--- src/rtl/fetch_unit.sv ---
// Instruction fetch stage: owns the program counter, drives the synchronous
// program memory and presents one instruction per cycle to the decoder.
// Supports free-running fetch, halt and single-step, and redirects on the
// decoder's jump request, squashing the wrong-path instruction as a NOP bubble.
module fetch_unit #(
    parameter int                   PC_WIDTH  = 6,
    parameter int                   INS_WIDTH = 13,
    parameter logic [INS_WIDTH-1:0] NOP_INS   = 13'h1F00
) (
    input  logic                 clk,
    input  logic                 rst,
    input  logic                 Run,
    input  logic                 Step,
    input  logic [PC_WIDTH:0]    ControlPC,
    output logic [PC_WIDTH-1:0]  PM_Addr,
    input  logic [INS_WIDTH-1:0] PM_Data,
    output logic [INS_WIDTH-1:0] Ins,
    output logic                 InsValid,
    output logic [PC_WIDTH-1:0]  PC,
    output logic                 Halted,
    output logic [15:0]          RetireCnt
);

    typedef enum logic [0:0] {
        ST_HALT = 1'b0,
        ST_RUN  = 1'b1
    } state_t;

    // Next sequential address; wraps naturally at the top of program memory.
    function automatic logic [PC_WIDTH-1:0] pc_incr(input logic [PC_WIDTH-1:0] pc_in);
        return pc_in + {{(PC_WIDTH-1){1'b0}}, 1'b1};
    endfunction

    // Saturating increment for the retire counter.
    function automatic logic [15:0] sat_incr(input logic [15:0] cnt_in);
        logic [15:0] res;
        if (cnt_in == 16'hFFFF) begin
            res = cnt_in;
        end else begin
            res = cnt_in + 16'd1;
        end
        return res;
    endfunction

    state_t                state_r;
    state_t                state_next_s;
    logic                  step_q_r;
    logic                  valid_q_r;
    logic                  squash_q_r;
    logic [PC_WIDTH-1:0]   pc_r;
    logic [PC_WIDTH-1:0]   pc_next_s;
    logic [15:0]           retire_cnt_r;
    logic [15:0]           retire_next_s;
    logic                  step_edge_s;
    logic                  adv_s;
    logic                  jmp_s;
    logic                  ins_valid_s;

    // A fetched word is real unless the cycle that issued it also retired a jump.
    assign ins_valid_s = valid_q_r & ~squash_q_r;

    // Jump flag only counts when the decoder is looking at a real instruction.
    assign jmp_s = ins_valid_s & ControlPC[PC_WIDTH];

    // State register: reset parks the fetch unit in HALT.
    always_ff @(posedge clk) begin
        if (rst) begin
            state_r <= ST_HALT;
        end else begin
            state_r <= state_next_s;
        end
    end

    // Next-state logic: Run alone decides between HALT and RUN.
    always_comb begin
        state_next_s = state_r;
        case (state_r)
            ST_HALT: begin
                if (Run) begin
                    state_next_s = ST_RUN;
                end else begin
                    state_next_s = ST_HALT;
                end
            end
            ST_RUN: begin
                if (!Run) begin
                    state_next_s = ST_HALT;
                end else begin
                    state_next_s = ST_RUN;
                end
            end
            default: begin
                state_next_s = ST_HALT;
            end
        endcase
    end

    // Issue decision: every cycle in RUN, or on a Step rising edge while
    // halted; a concurrent Run request wins and issues from RUN instead.
    always_comb begin
        step_edge_s = Step & ~step_q_r;
        adv_s       = 1'b0;
        case (state_r)
            ST_RUN: begin
                adv_s = 1'b1;
            end
            ST_HALT: begin
                if (!Run && step_edge_s) begin
                    adv_s = 1'b1;
                end else begin
                    adv_s = 1'b0;
                end
            end
            default: begin
                adv_s = 1'b0;
            end
        endcase
    end

    // PC selection: a retiring jump wins even while halted so it is not lost.
    always_comb begin
        pc_next_s = pc_r;
        if (jmp_s) begin
            pc_next_s = ControlPC[PC_WIDTH-1:0];
        end else if (adv_s) begin
            pc_next_s = pc_incr(pc_r);
        end else begin
            pc_next_s = pc_r;
        end
    end

    // Retire counter advances once per real instruction shown to the decoder.
    always_comb begin
        retire_next_s = retire_cnt_r;
        if (ins_valid_s) begin
            retire_next_s = sat_incr(retire_cnt_r);
        end else begin
            retire_next_s = retire_cnt_r;
        end
    end

    // Pipeline flags, PC, step history and retire counter.
    always_ff @(posedge clk) begin
        if (rst) begin
            step_q_r     <= 1'b0;
            valid_q_r    <= 1'b0;
            squash_q_r   <= 1'b0;
            pc_r         <= {PC_WIDTH{1'b0}};
            retire_cnt_r <= 16'd0;
        end else begin
            step_q_r     <= Step;
            valid_q_r    <= adv_s;
            squash_q_r   <= adv_s & jmp_s;
            pc_r         <= pc_next_s;
            retire_cnt_r <= retire_next_s;
        end
    end

    // Program memory data returns one cycle after the address, so the
    // instruction mux is driven directly by the registered flags.
    assign Ins       = ins_valid_s ? PM_Data : NOP_INS;
    assign InsValid  = ins_valid_s;
    assign PM_Addr   = pc_r;
    assign PC        = pc_r;
    assign Halted    = (state_r == ST_HALT);
    assign RetireCnt = retire_cnt_r;

endmodule
--- config.mk ---
export PLATFORM = sky130hd
export DESIGN_NAME = fetch_unit
export DESIGN_NICKNAME = d
export VERILOG_FILES = /design/src/rtl/fetch_unit.sv
export SDC_FILE = /design/constraint.sdc
export NUM_CORES = 1
export LEC_CHECK = 0
export ABC_AREA = 1
export ABC_CLOCK_PERIOD_IN_PS = 3550
export CAP_MARGIN = 40
export CORE_ASPECT_RATIO = 2
export CORE_MARGIN = 3
export CORE_UTILIZATION = 40
export DETAILED_ROUTE_END_ITERATION = 7
export DONT_BUFFER_PORTS = 1
export MAX_ROUTING_LAYER = met4
export PLACE_DENSITY = 0.55
export SYNTH_ARGS = -nofsm -noshare
export SYNTH_HDL_FRONTEND = slang
export SYNTH_SLANG_ARGS = --single-unit
--- constraint.sdc ---
create_clock -name clk -period 3.55 [get_ports clk]
set_input_delay 1.065 -clock clk [delete_from_list [all_inputs] [get_ports clk]]
set_output_delay 1.065 -clock clk [all_outputs]
set_load 0.01 [all_outputs]
==> run summary <==
The count of clock tree sinks is 26. After global routing the overflow that remains totals 0. The global placement routability congestion is 0.836. The final setup violation count came out at 0.

The clock arrives with approximately 0.0094 ns of skew. The standard cell core area is between 3000 and 4000 um2. STA classifies the critical path endpoint as an output port. The buffers plus inverters on the worst setup path is 0. The HPWL after detailed placement is 3.01 mm.

The fraction of the mapped netlist area in adder cells came out at 0.0155. The pin count of the biggest net entering global routing came out at 17. TritonCTS built the clock tree. The post-CTS clock slew at the launch and capture registers of the worst setup and hold paths came out at 0.09 ns. In the global route stage, met2 resource usage came out at 0.320. The final-report max-slew violation count is 0. The share of flip-flops with an asynchronous set or reset is 0. The hold violation count in the final report is 0. Measured along the x axis, the die boundary spans 50.9 um. The area fraction in compound gates after synthesis came out at 0.103. The die span in y came out at roughly 96 um.

The switching portion of total power came out at 0.270. By count the netlist is led by sky130_fd_sc_hd__nand2_1, sky130_fd_sc_hd__inv_1, sky130_fd_sc_hd__nor2_1. The number of synthesis warnings came out at 0.

STA classifies the critical path startpoint as a primary input. By area, the combinational part of the netlist is dominated by simple AND/OR/NAND/NOR gates. The number of setup buffers added after CTS is 0. For the worst-skew pair, the clock arrives at the later sink with an insertion delay of between 0.2 and 0.3 ns. The quantity of I/O buffers inserted on ports came out at 0. Based on the critical path, the design can be clocked at up to slightly above 0.4 GHz. The largest total area in the synthesized netlist belongs to sky130_fd_sc_hd__dfxtp_1. For this run, the register share of the synthesized area comes to 0.322. The flip-flop and latch count after synthesis came out at 26. sky130_fd_sc_hd__nand2_1 is the most common cell in the netlist. The signal on the critical path passes through or2_2. In the global route stage, met3 resource usage came out at 0.0403. The internal power contribution is roughly 0.42 mW. The global-route layer with the greatest usage is met2. The number of unique standard cell types used by synthesis is 23. CTS built an H-tree with a depth of 1. The clock period minus worst slack came out at 2.45 ns. The floorplan has 32 rows. On the worst path, the slowest cell contributes a delay of roughly 0.31 ns. The setup TNS came out at 0 ns.

The total via count after detailed routing is roughly 1.5k. The share of the core filled with cells in the final layout came out at 0.426. The number of buffers added to fix hold violations after cts came out at 0. The count of antenna diodes in the layout came out at 0. The number of cells produced by synthesis came out at around 260. The tree is rooted in a sky130_fd_sc_hd__clkbuf_8.

On the critical path the largest part of the delay comes from simple AND/OR/NAND/NOR gates. Sorting the synthesized cells by area gives the leading types as sky130_fd_sc_hd__dfxtp_1, sky130_fd_sc_hd__nand2_1, sky130_fd_sc_hd__inv_1. The highest ir drop seen on vdd is a little under 0.0002 V. The number of iterations in the first detailed-routing pass is 4.

Setup repair after global routing left no endpoint under its margin. The number of enable flip-flop cells after synthesis came out at 0. The share of total power dissipated in combinational logic is 0.099.

The area taken by flip-flops and latches came out at ~520 um2. The net count reported at finish came out at 280. The portion of total power attributed to sequential cells is 0.555. The area of combinational cells with multiple inputs came out at a little under 900 um2. Of the total power, the clock network draws 0.346. The number of instances resized during post-cts repair is 0. The total nets after synthesis is ~290.

The synthesized area divided by synthesized cell count came out at 6.19 um2. The detailed-route vias per instance is 4.84. The net load switching power came out at between 0.15 and 0.2 mW. During I/O placement, the number of pins put on the boundary was between 60 and 70. For this configuration, the core starts out at a cell density of 0.416. Data arrives at the worst endpoint at between 1 and 1.5 ns. For this design the static power due to leakage is roughly 0.7 nW.

The first global-routing pass estimated roughly 6.5 mm of wire. The slowest stage of the critical path is the sky130_fd_sc_hd__or2_2 cell. The initial DRC count is 18.

The post-synthesis share of cell area spent on and, or, nand and nor gates is 0.392. The global routing usage on met1 is 0.181. In the synthesized netlist the dominant register cell turns out to be sky130_fd_sc_hd__dfxtp_1. The number of antenna violations at the first check in global routing came to 0. The multiplexer area fraction after synthesis is 0.

The global-route total usage across every layer came out at 0.178. The data required time of the critical path came out at 2.48 ns. The worst slew margin relative to its limit is 0.553. The routed wire length per instance came out at between 10 and 15 um. The filler cell count in the final layout is about 450. The count of nets left with antenna violations after detail routing came out at 0. In this run the deepest clock path goes through 2 buffers. The number of buffers inserted during clock tree synthesis came out at 3. The area growth from synthesis to layout is 2.40%. In this run the power density over the cells is 346 nW/um2. The share of Yosys cell area claimed by the top area cell type came out at 0.322.

The aggregate routed wire length is roughly 4 mm. The number of max-cap violations came out at 0. In the routed design, unresolved DRC markers number 0. The critical path is of the primary input to output port type.

Of the total synthesized cell area, the portion taken by XOR and XNOR cells is 0.0271. The die area is 4880 um2. The slew at the pin with the worst max-slew slack came out at 0.670 ns. The run finished with clean final reports. The synthesized area came out at ~1600 um2. Along the worst path, the maximum fanout reaches 1.

The share of post-route cells with drive strength above 1 came out at 0.0909. The worst hold path belongs to the class register to register. The number of global-route vias before repair came to approximately 1.3k. Dividing the final minimum period by the clock period gives 0.689.
## stage by stage
stage	power (mW)	std cells	setup WS (ns)	hold slack, ns	instance area, um2
finish	0.572	304	1.10	0.555	1650
global route	0.600	304	1.10	0.605	1650
CTS	0.581	304	1.10	0.563	1650
detailed placement	0.382	300	1.10	0.548	1600
global placement	0.381	300	1.10	0.546	1600
floorplan	0.379	261	1.11	0.508	1620
## power groups by stage
stage | Sequential (mW) | Clock (mW) | Combinational (mW)
floorplan | 0.318 | 0 | 0.0609
global placement | 0.324 | 0 | 0.0567
detailed placement | 0.324 | 0 | 0.0573
CTS | 0.318 | 0.206 | 0.0575
global route | 0.319 | 0.214 | 0.0671
finish | 0.317 | 0.198 | 0.0565
## state kept, by name, summed over array words and instances (netlist names)
signal	flops
state_r	1
squash_q_r	1
step_q_r	1
PC	6
valid_q_r	1
RetireCnt	16
## worst paths after layout
path	from	slack, ns	cells past startpoint	endpoint
max	PM_Data[12]	1.10	1	Ins[12]
min	RetireCnt[8]	0.55	2	RetireCnt[8]
max reg2reg	RetireCnt[1]	1.71	7	RetireCnt[2]
min reg2reg	RetireCnt[8]	0.55	2	RetireCnt[8]
## logic make-up (layout without fill, tap and decap cells)
logic type | Yosys count | in the layout
flip-flops | 26 | 26
AO/OA/AOI/OAI | 27 | 27
XOR/XNOR | 5 | 5
AND/OR/NAND/NOR | 150 | 150
buffers and inverters | 51 | 43
adder cells (fa/ha/maj) | 2 | 2
## routing by layer
layer,part of all wire,vias up
met5,0,-
met4,0.024,0
met3,0.047,9
met2,0.55,34
met1,0.38,653
li1,-,775
## area by class of cell
cell class | count | share of cell area
multi-input combinational | 184 | 0.525
sequential | 26 | 0.315
inverter | 39 | 0.0885
tap | 51 | 0.0386
clock buffer | 4 | 0.0333
## layout by cell type (no fill, tap or decap), types with 4 or more instances in the layout
cell type	n
sky130_fd_sc_hd__clkbuf_8	4
sky130_fd_sc_hd__nand2_1	75
sky130_fd_sc_hd__or2_2	7
sky130_fd_sc_hd__nor2_1	39
sky130_fd_sc_hd__dfxtp_1	26
sky130_fd_sc_hd__nand3_1	18
sky130_fd_sc_hd__xor2_1	4
sky130_fd_sc_hd__o21ai_0	9
sky130_fd_sc_hd__a21oi_1	10
sky130_fd_sc_hd__nand4_1	4
sky130_fd_sc_hd__inv_1	39
sky130_fd_sc_hd__a21oi_2	6
No activity file was read; power rests on OpenSTA's default activity.
